==> config.mk <==
export PLATFORM = sky130hd
export DESIGN_NAME = bin_to_bcd
export DESIGN_NICKNAME = d
export VERILOG_FILES = /design/src/rtl/bin_to_bcd.sv
export SDC_FILE = /design/constraint.sdc
export NUM_CORES = 1
export LEC_CHECK = 0
export CELL_PAD_IN_SITES_DETAIL_PLACEMENT = 2
export CELL_PAD_IN_SITES_GLOBAL_PLACEMENT = 2
export CORE_MARGIN = 3
export CORE_UTILIZATION = 29
export DETAILED_ROUTE_END_ITERATION = 8
export GPL_TIMING_DRIVEN = 0
export MAX_ROUTING_LAYER = met4
export PLACE_DENSITY = 0.85
export SYNTH_ARGS = -nofsm -noshare
export SYNTH_HDL_FRONTEND = slang
export SYNTH_SLANG_ARGS = --single-unit
export TNS_END_PERCENT = 20
==> constraint.sdc <==
create_clock -name clk -period 1.5 [get_ports clk]
set_clock_uncertainty 0.15 [all_clocks]
set_input_delay 0.45 -clock clk [delete_from_list [all_inputs] [get_ports clk]]
set_output_delay 0.45 -clock clk [all_outputs]
set_load 0.05 [all_outputs]
==> src/rtl/bin_to_bcd.sv <==
// Sequential binary-to-BCD converter (shift-and-add-3), one iteration per clock.
// Define BIN2BCD_SIGNED_EN to treat `bin` as two's complement and add the `neg` output.
module bin_to_bcd #(
  parameter int WIDTH  = 8,
  parameter int DIGITS = 3
) (
  input  logic                  clk,
  input  logic                  rst,
  input  logic                  start,
  input  logic [WIDTH-1:0]      bin,
  output logic                  busy,
  output logic                  done,
  output logic [4*DIGITS-1:0]   bcd
`ifdef BIN2BCD_SIGNED_EN
  ,
  output logic                  neg
`endif
);

  localparam int BW = 4 * DIGITS;
  localparam int CW = $clog2(WIDTH + 1);
  localparam logic [CW-1:0] LAST_ITER = CW'(WIDTH - 1);

  // Decimal digits needed to show the largest WIDTH-bit unsigned value.
  function automatic int digits_needed(input int w);
    longint unsigned v;
    int n;
    v = (w >= 64) ? '1 : ((64'd1 << w) - 64'd1);
    n = 1;
    v = v / 10;
    while (v != 0) begin
      n++;
      v = v / 10;
    end
    return n;
  endfunction

  if (DIGITS < digits_needed(WIDTH)) begin : g_digits_check
    $error("bin_to_bcd: DIGITS too small for WIDTH");
  end

  typedef enum logic [1:0] {
    IDLE,
    SHIFT,
    DONE
  } state_e;

  state_e           state_q, state_d;
  logic [WIDTH-1:0] shift_q, shift_d;
  logic [BW-1:0]    scratch_q, scratch_d;
  logic [CW-1:0]    cnt_q, cnt_d;
  logic             busy_q, busy_d;
  logic             done_q, done_d;
  logic [BW-1:0]    bcd_q, bcd_d;

  logic [WIDTH-1:0] load_val;
  logic [BW-1:0]    adj;
  logic [BW-1:0]    scratch_nx;

`ifdef BIN2BCD_SIGNED_EN
  logic             neg_pend_q, neg_pend_d;
  logic             neg_q, neg_d;
  logic [WIDTH:0]   bin_ext;
  logic [WIDTH:0]   mag_ext;

  // Negating in WIDTH+1 bits lets the most negative input yield its true magnitude.
  always_comb begin
    bin_ext  = {bin[WIDTH-1], bin};
    mag_ext  = bin[WIDTH-1] ? (~bin_ext + {{WIDTH{1'b0}}, 1'b1}) : bin_ext;
    load_val = mag_ext[WIDTH-1:0];
  end
`else
  always_comb load_val = bin;
`endif

  // Add 3 to every digit >= 5, independently per digit, before the shift.
  always_comb begin
    adj = scratch_q;
    for (int k = 0; k < DIGITS; k++) begin
      if (scratch_q[4*k +: 4] >= 4'd5) adj[4*k +: 4] = scratch_q[4*k +: 4] + 4'd3;
    end
    scratch_nx = {adj[BW-2:0], shift_q[WIDTH-1]};
  end

  always_comb begin
    state_d   = state_q;
    shift_d   = shift_q;
    scratch_d = scratch_q;
    cnt_d     = cnt_q;
    bcd_d     = bcd_q;
`ifdef BIN2BCD_SIGNED_EN
    neg_pend_d = neg_pend_q;
    neg_d      = neg_q;
`endif
    case (state_q)
      IDLE, DONE: begin
        if (start) begin
          state_d   = SHIFT;
          shift_d   = load_val;
          scratch_d = '0;
          cnt_d     = '0;
`ifdef BIN2BCD_SIGNED_EN
          neg_pend_d = bin[WIDTH-1];
`endif
        end else begin
          state_d = IDLE;
        end
      end
      SHIFT: begin
        scratch_d = scratch_nx;
        shift_d   = shift_q << 1;
        cnt_d     = cnt_q + CW'(1);
        if (cnt_q == LAST_ITER) begin
          state_d = DONE;
          bcd_d   = scratch_nx;
`ifdef BIN2BCD_SIGNED_EN
          neg_d   = neg_pend_q;
`endif
        end
      end
      default: state_d = IDLE;
    endcase
    busy_d = (state_d == SHIFT);
    done_d = (state_d == DONE);
  end

  // NOTE: sequential state uses non-blocking assignments so every flop samples
  // the pre-edge value of every other flop, independent of statement order.
  always_ff @(posedge clk) begin
    if (rst) begin
      state_q   <= IDLE;
      shift_q   <= '0;
      scratch_q <= '0;
      cnt_q     <= '0;
      busy_q    <= 1'b0;
      done_q    <= 1'b0;
      bcd_q     <= '0;
`ifdef BIN2BCD_SIGNED_EN
      neg_pend_q <= 1'b0;
      neg_q      <= 1'b0;
`endif
    end else begin
      state_q   <= state_d;
      shift_q   <= shift_d;
      scratch_q <= scratch_d;
      cnt_q     <= cnt_d;
      busy_q    <= busy_d;
      done_q    <= done_d;
      bcd_q     <= bcd_d;
`ifdef BIN2BCD_SIGNED_EN
      neg_pend_q <= neg_pend_d;
      neg_q      <= neg_d;
`endif
    end
  end

  assign busy = busy_q;
  assign done = done_q;
  assign bcd  = bcd_q;
`ifdef BIN2BCD_SIGNED_EN
  assign neg  = neg_q;
`endif

endmodule

==> results.cfg, run 1 <==
[cells_and_area]
antennaDiodeCount = 0
final_nets = 261
seqCellArea_um2 = 826
fillCellCount = 590
multi_input_area_um2 = 1140
final_cell_area_um2 = 2670
syn_to_final_growth_pct = 53.3
drive_gt1_frac = 0.471

[setup_path]
worstPathCellList = inv_2 -> ha_4 -> buf_4 -> nor3b_1 -> a21oi_1 -> a211oi_1
cp.arrival_ns = 1.70
slowest_delay_ns = 0.39
crit_start = scratch_q[4]
path_delay_family = flip-flops
required_ns = 1.56
end_kind = register
r2r.worst_path.cells = 6
worstReg2RegEnd = bcd[7]
worstReg2RegStart = scratch_q[4]
cp_max_fo = 3
cp_num_cells = 6
start_kind = register
setup.worst_path.end = bcd[7]
crit_buf_inv = 2
reg2reg_slack_ns = -0.14
path_class = register to register
slowest_stage = dfxtp_4

[timing]
hold_violations = 0
rsz0062_at_grt = yes
setup_ws_ns = -0.143
fmax_ghz = 0.609
timing.hold.ws_ns = 0.320
period_needed_ns = 1.64
tightest_slew_ns = 0.457
slew_violations = 0
relSlewSlack = 0.696
fin_crit_sh = 1.10
finalSetupTns_ns = -0.866
finalSetupViolCount = 11

[synthesis]
netlist.top_cell.by_area = dfxtp_1
synth_edf_count = 0
synth-seq-cells = 40
yosys.area.top_type_share = 0.460
synth.top_cells.by_count = 40 x dfxtp_1, 21 x a21oi_1, 18 x nor2_1
async_reset_ff_frac = 0
ys.flop_type = dfxtp_1
synth.net_count = 214
ys_seq_area_frac = 0.460
ys_warn_count = 0
synth_area_leaders = dfxtp_1 46%, a21oi_1 6.0%, ha_1 5.0%, o22ai_1 5.0%, a22oi_1 4.3%
synth.distinct_cells = 28
synth_most_common_cell = dfxtp_1
syn_area_per_cell_um2 = 8.87
syn-cell-area_um2 = 1740
synth_cells = 196

[routing]
num_vias = 1682
first_pass_iters = 4
totalWireLength_mm = 6.78
initialDrtViolationCount = 85
viasPerCell = 5.32
routedWlPerCell_um = 21.4
post-route-drc-count = 0
ant_nets = 0

[place]
placed_cell_area_um2 = 2150
place_congestion = 0.774
hpwl_mm = 3.60
port_buffers = 24

[clock_network]
htreeDepth = 2
cts_tree = built
worstSkewPairLatency_ns = 0.30
postCtsHoldBufs = 0
numCtsBuffers = 5
clk_pin_slew_ns = 0.09
cts_sinks = 40
cts_buffer_depth = 2
root_buffer = clkbuf_8

[flow_run]
maxCapViolations = 0

[power_and_ir_drop]
p_leak_uw = 0.000992
ir_drop_mv = 0.505
design_power_total_uw = 2290
power.density_nw_per_um2 = 857

[grt]
antenna_found_initial = 0
gr-usage-all-layers = 0.174
first_global_vias = 1763
grt_pass1_wl_mm = 9.35
grt_max_degree = 13
grt_overflow = 0

[floorplan]
io_pins = 25
rows = 27
die_x_um = 83.4
die_height_um = 83.4
core_region_area_um2 = 5640
initial_utilization = 0.308
fp.dieArea_um2 = 6960

[worst_hold_path]
min_path_type = register to register

[outcome]
violations = setup timing
run_status = finished with violations
==> final cells by class <==
cell class / instances / area share
repair buffers: 43 / 0.135
well taps: 72 / 0.0338
flip-flops and latches: 40 / 0.310
clock buffers: 6 / 0.0272
clock inverters: 2 / 0.0131
inverters: 9 / 0.0155
plain buffers: 11 / 0.0375
multi-input cells: 133 / 0.428
==> worst reg2reg max path, stage by stage, from the launching register on <==
cell and delay (ns):
dfxtp_4 0.39, inv_2 0.07, ha_4 0.18, buf_4 0.15, nor3b_1 0.27, a21oi_1 0.10
a211oi_1 0.25
==> layout by cell type (no fill, tap or decap), types with 6 or more instances in the layout <==
cell type | Yosys | routed
buf_4 | 1 | 30
buf_6 | 0 | 6
dfxtp_1 | 40 | 28
o22ai_2 | 0 | 7
ha_4 | 0 | 6
nor2_1 | 18 | 18
a21oi_2 | 0 | 6
clkbuf_8 | 0 | 6
clkdlybuf4s50_1 | 0 | 8
a21oi_1 | 21 | 12
nand2_1 | 7 | 7
nand2b_1 | 12 | 8
dfxtp_2 | 0 | 8
a22oi_1 | 10 | 8
o22ai_1 | 14 | 7
==> state kept, by name, summed over array words and instances, names as in the netlist <==
register and flops:
bcd 12, scratch_q 12, shift_q 8, cnt_q 4, state_q 2, busy 1, done 1
==> logic make-up (layout without fill, tap and decap cells) <==
| kind of cell | after synthesis | count (layout) | share of synthesized area |
|---|---|---|---|
| AND/OR/NAND/NOR | 62 | 62 | 0.193 |
| AO/OA/AOI/OAI | 56 | 56 | 0.194 |
| flip-flops | 40 | 40 | 0.460 |
| buffers and inverters | 23 | 71 | 0.0561 |
| adder cells (fa/ha/maj) | 7 | 7 | 0.0504 |
| multiplexers | 5 | 5 | 0.0309 |
| XOR/XNOR | 3 | 3 | 0.0151 |
==> repair_timing <==
item | in CTS | in global routing
setup endpoints to repair | 53 | 41
gates cloned | 1 | 0
setup buffers | 5 | 13
resized for setup | 121 | 57
pin swaps | 10 | 15
==> through the flow <==
step | worst slack (ns) | cells | util
6_report | -0.143 | 316 | 0.473
5_1_grt | -0.202 | 316 | 0.473
4_1_cts | -0.0985 | 305 | 0.422
3_5_place_dp | -0.760 | 292 | 0.381
3_3_place_gp | -0.747 | 292 | 0.381
2_1_floorplan | -0.0143 | 196 | -
==> worst min path at each step <==
| stage | from | endpoint | slack (ns) | cells past startpoint |
|---|---|---|---|---|
| global route | shift_q[3] | shift_q[3] | 0.34 | 2 |
| floorplan | shift_q[1] | shift_q[1] | 0.29 | 2 |
| finish | shift_q[4] | shift_q[4] | 0.32 | 2 |
| CTS | shift_q[4] | shift_q[4] | 0.32 | 2 |
| detailed placement | shift_q[2] | shift_q[2] | 0.31 | 2 |
| global placement | shift_q[5] | shift_q[5] | 0.29 | 2 |
==> where the power goes <==
group / total (µW) / switching (µW) / internal [µW]
combinational: 280 / 157 / 123
clock: 906 / 411 / 495
sequential: 1100 / 19.7 / 1080
==> layer usage <==
| metal | vias to the layer above | share of wire | track usage |
|---|---|---|---|
| met3 | 10 | 0.028 | 0.0298 |
| met4 | 0 | 0.014 | 0.0541 |
| met2 | 32 | 0.53 | 0.298 |
| li1 | 785 | - | - |
| met5 | - | 0 | - |
| met1 | 855 | 0.43 | 0.209 |
Note: power is estimated with default switching activity, not from simulation.
==> run 2, diff against run 1 <==
--- a/config.mk
+++ b/config.mk
@@ -5,14 +5,16 @@
 export SDC_FILE = /design/constraint.sdc
 export NUM_CORES = 1
 export LEC_CHECK = 0
+export ABC_AREA = 1
 export CELL_PAD_IN_SITES_DETAIL_PLACEMENT = 2
 export CELL_PAD_IN_SITES_GLOBAL_PLACEMENT = 2
 export CORE_MARGIN = 3
-export CORE_UTILIZATION = 29
+export CORE_UTILIZATION = 27
 export DETAILED_ROUTE_END_ITERATION = 8
 export GPL_TIMING_DRIVEN = 0
 export MAX_ROUTING_LAYER = met4
-export PLACE_DENSITY = 0.85
+export PLACE_DENSITY = 0.84
+export SLEW_MARGIN = 40
 export SYNTH_ARGS = -nofsm -noshare
 export SYNTH_HDL_FRONTEND = slang
 export SYNTH_SLANG_ARGS = --single-unit
==> constraint.sdc (replaced) <==
create_clock -name clk -period 1.5 [get_ports clk]
set_clock_uncertainty 0.15 [all_clocks]
set_input_delay 0.3 -clock clk [delete_from_list [all_inputs] [get_ports clk]]
set_output_delay 0.3 -clock clk [all_outputs]
set_load 0.05 [all_outputs]
==> run 2 against run 1 <==
Against the previous run:
- the run now ends clean
- area after synthesis grew 8.8%
- hold slack got worse by 0.020 ns
- cell area shrank 4.9%
- combinational power decreased by 28%
- synthesized cell count rose by 36%
- sequential power hardly changed
- critical path depth down 5
- final cell count is 25% higher
- first-iteration DRC count fell by 64%
- fmax increased by 13%
- critical endpoint is now bcd[11]
- largest cell class unchanged
- highest routed layer unchanged
==> results.cfg, run 2 <==
[setup_path]
cp.arrival_ns = 1.00
start_kind = register
worstReg2RegEnd = bcd[10]
worstReg2RegStart = scratch_q[8]
required_ns = 1.05
worstPathCellList = clkdlybuf4s18_2
cp_max_fo = 2
slowest_delay_ns = 0.37
crit_buf_inv = 1
path_delay_family = buffers and inverters
reg2reg_slack_ns = 0.07
r2r.worst_path.cells = 9
path_class = register to output port
slowest_stage = clkdlybuf4s18_2
end_kind = output port

[synthesis]
synth_area_leaders = dfxtp_1 42%, nand2_1 19%, nand3_1 5.0%, inv_1 5.0%, ha_1 4.6%
synth_edf_count = 0
ys.flop_type = dfxtp_1
synth.net_count = 284
ys_seq_area_frac = 0.423
async_reset_ff_frac = 0
synth-seq-cells = 40
synth.top_cells.by_count = 97 x nand2_1, 40 x dfxtp_1, 25 x inv_1
yosys.area.top_type_share = 0.423
ys_warn_count = 0
netlist.top_cell.by_area = dfxtp_1
syn-cell-area_um2 = 1890
synth.distinct_cells = 26
synth_most_common_cell = nand2_1
synth_cells = 266
syn_area_per_cell_um2 = 7.12

[grt]
grt_overflow = 0
gr-usage-all-layers = 0.142
antenna_found_initial = 0
grt_max_degree = 13
grt_pass1_wl_mm = 8.91
first_global_vias = 1878

[timing]
fin_crit_sh = 0.969
fmax_ghz = 0.688
relSlewSlack = 0.622
period_needed_ns = 1.45
tightest_slew_ns = 0.568
hold_violations = 0
finalSetupViolCount = 0
slew_violations = 0

[power_and_ir_drop]
ir_drop_mv = 0.437
p_leak_uw = 0.00111
power.density_nw_per_um2 = 899
design_power_total_uw = 2280

[clock_network]
cts_tree = built
worstSkewPairLatency_ns = 0.29
postCtsHoldBufs = 0
numCtsBuffers = 5
clk_pin_slew_ns = 0.08
cts_buffer_depth = 2
cts_sinks = 40
root_buffer = clkbuf_8
htreeDepth = 2

[routing]
num_vias = 1870
post-route-drc-count = 0
totalWireLength_mm = 5.88
ant_nets = 0
viasPerCell = 4.72
first_pass_iters = 4
initialDrtViolationCount = 31
routedWlPerCell_um = 14.8

[floorplan]
die_x_um = 89.7
fp.dieArea_um2 = 8050
die_height_um = 89.7
initial_utilization = 0.288
core_region_area_um2 = 6570
rows = 29
io_pins = 25

[place]
placed_cell_area_um2 = 2240
port_buffers = 23
hpwl_mm = 4.06
place_congestion = 0.771

[worst_hold_path]
hp-start = rst
worst_hold_path.num_cells = 4
min_to = bcd[1]
min_path_type = input port to register

[outcome]
run_status = complete, no violations

[cells_and_area]
drive_gt1_frac = 0.271
final_cell_area_um2 = 2540
syn_to_final_growth_pct = 34.0
final_nets = 320
layout_commonest_cell = nand2_1
antennaDiodeCount = 0
final_cell_mix = 87 x nand2_1, 32 x dfxtp_1, 20 x inv_1

[flow_run]
maxCapViolations = 0
## run 2: cell count changes after synthesis, moves of 6 or more
cell      before  now
nand3_1        3   19
a31oi_1        0    7
a211oi_1       6    0
a22oi_1       10    0
nand2_1        7   97
nand2b_1      12    0
o22ai_1       14    0
inv_1          9   25
## run 2: final cells by class
| type | count | area, µm² |
|---|---|---|
| flip-flops and latches | 40 | 818 |
| inverters | 30 | 119 |
| plain buffers | 9 | 70.1 |
| clock inverters | 1 | 30.0 |
| well taps | 93 | 116 |
| fillers | 771 | 4030 |
| clock buffers | 7 | 96.3 |
| multi-input cells | 187 | 1020 |
| repair buffers | 29 | 265 |
## run 2: stage by stage
stage / hold slack, ns / worst slack, ns / TNS (ns) / instances / utilization
detailed placement: 0.316 / -0.314 / -6.82 / 382 / 0.341
finish: 0.300 / 0.0470 / 0 / 396 / 0.386
global placement: 0.300 / -0.268 / -5.62 / 382 / 0.341
CTS: 0.307 / -0.0201 / -0.0201 / 390 / 0.368
floorplan: 0.288 / 0.115 / 0 / 266 / -
global route: 0.340 / -0.00464 / -0.00884 / 396 / 0.386
## run 2: cells by family (layout without fill, tap and decap cells)
group           after synthesis  count (layout)  share of synthesized area
flops                        40              40                      0.423
simple gates                147             147                      0.340
compound gates               31              31                     0.0866
buf+inv                      39              76                     0.0932
mux                           2               2                     0.0106
fa+ha+maj                     7               7                     0.0463
## run 2: repair_timing
item / CTS / global route
gates resized for setup: 60 / 44
cloned: 0 / 0
buffers inserted: 0 / 6
pin swaps: 0 / 3
endpoints found under the hold margin: 0 / 0
setup endpoints to repair: 40 / 43
## run 2: worst min-delay path: stages
cell and delay, ns:
clkbuf_1 0.18, nor2_1 0.14, nand2_1 0.05, inv_1 0.04
## run 2: layer usage
| metal | vias up | part of all wire | global-route usage | routed length (µm) |
|---|---|---|---|---|
| li1 | 915 | - | - | - |
| met1 | 913 | 0.41 | 0.149 | 2410 |
| met2 | 34 | 0.54 | 0.264 | 3190 |
| met3 | 8 | 0.032 | 0.0359 | 190 |
| met4 | 0 | 0.014 | 0.0383 | 83 |
| met5 | - | 0 | - | 0 |
## run 2: worst max-delay path by stage
stage	start	depth (start not counted)	to
after detailed placement	start	5	busy
after floorplan	scratch_q[0]	10	bcd[1]
after CTS	scratch_q[8]	10	bcd[10]
after global routing	scratch_q[0]	8	scratch_q[1]
final	bcd[11]	1	bcd[11]
after global placement	start	5	busy
## run 2: power breakdown
group / switching (µW) / internal, µW
combinational: 127 / 74.9
sequential: 16.9 / 1080
clock: 392 / 588
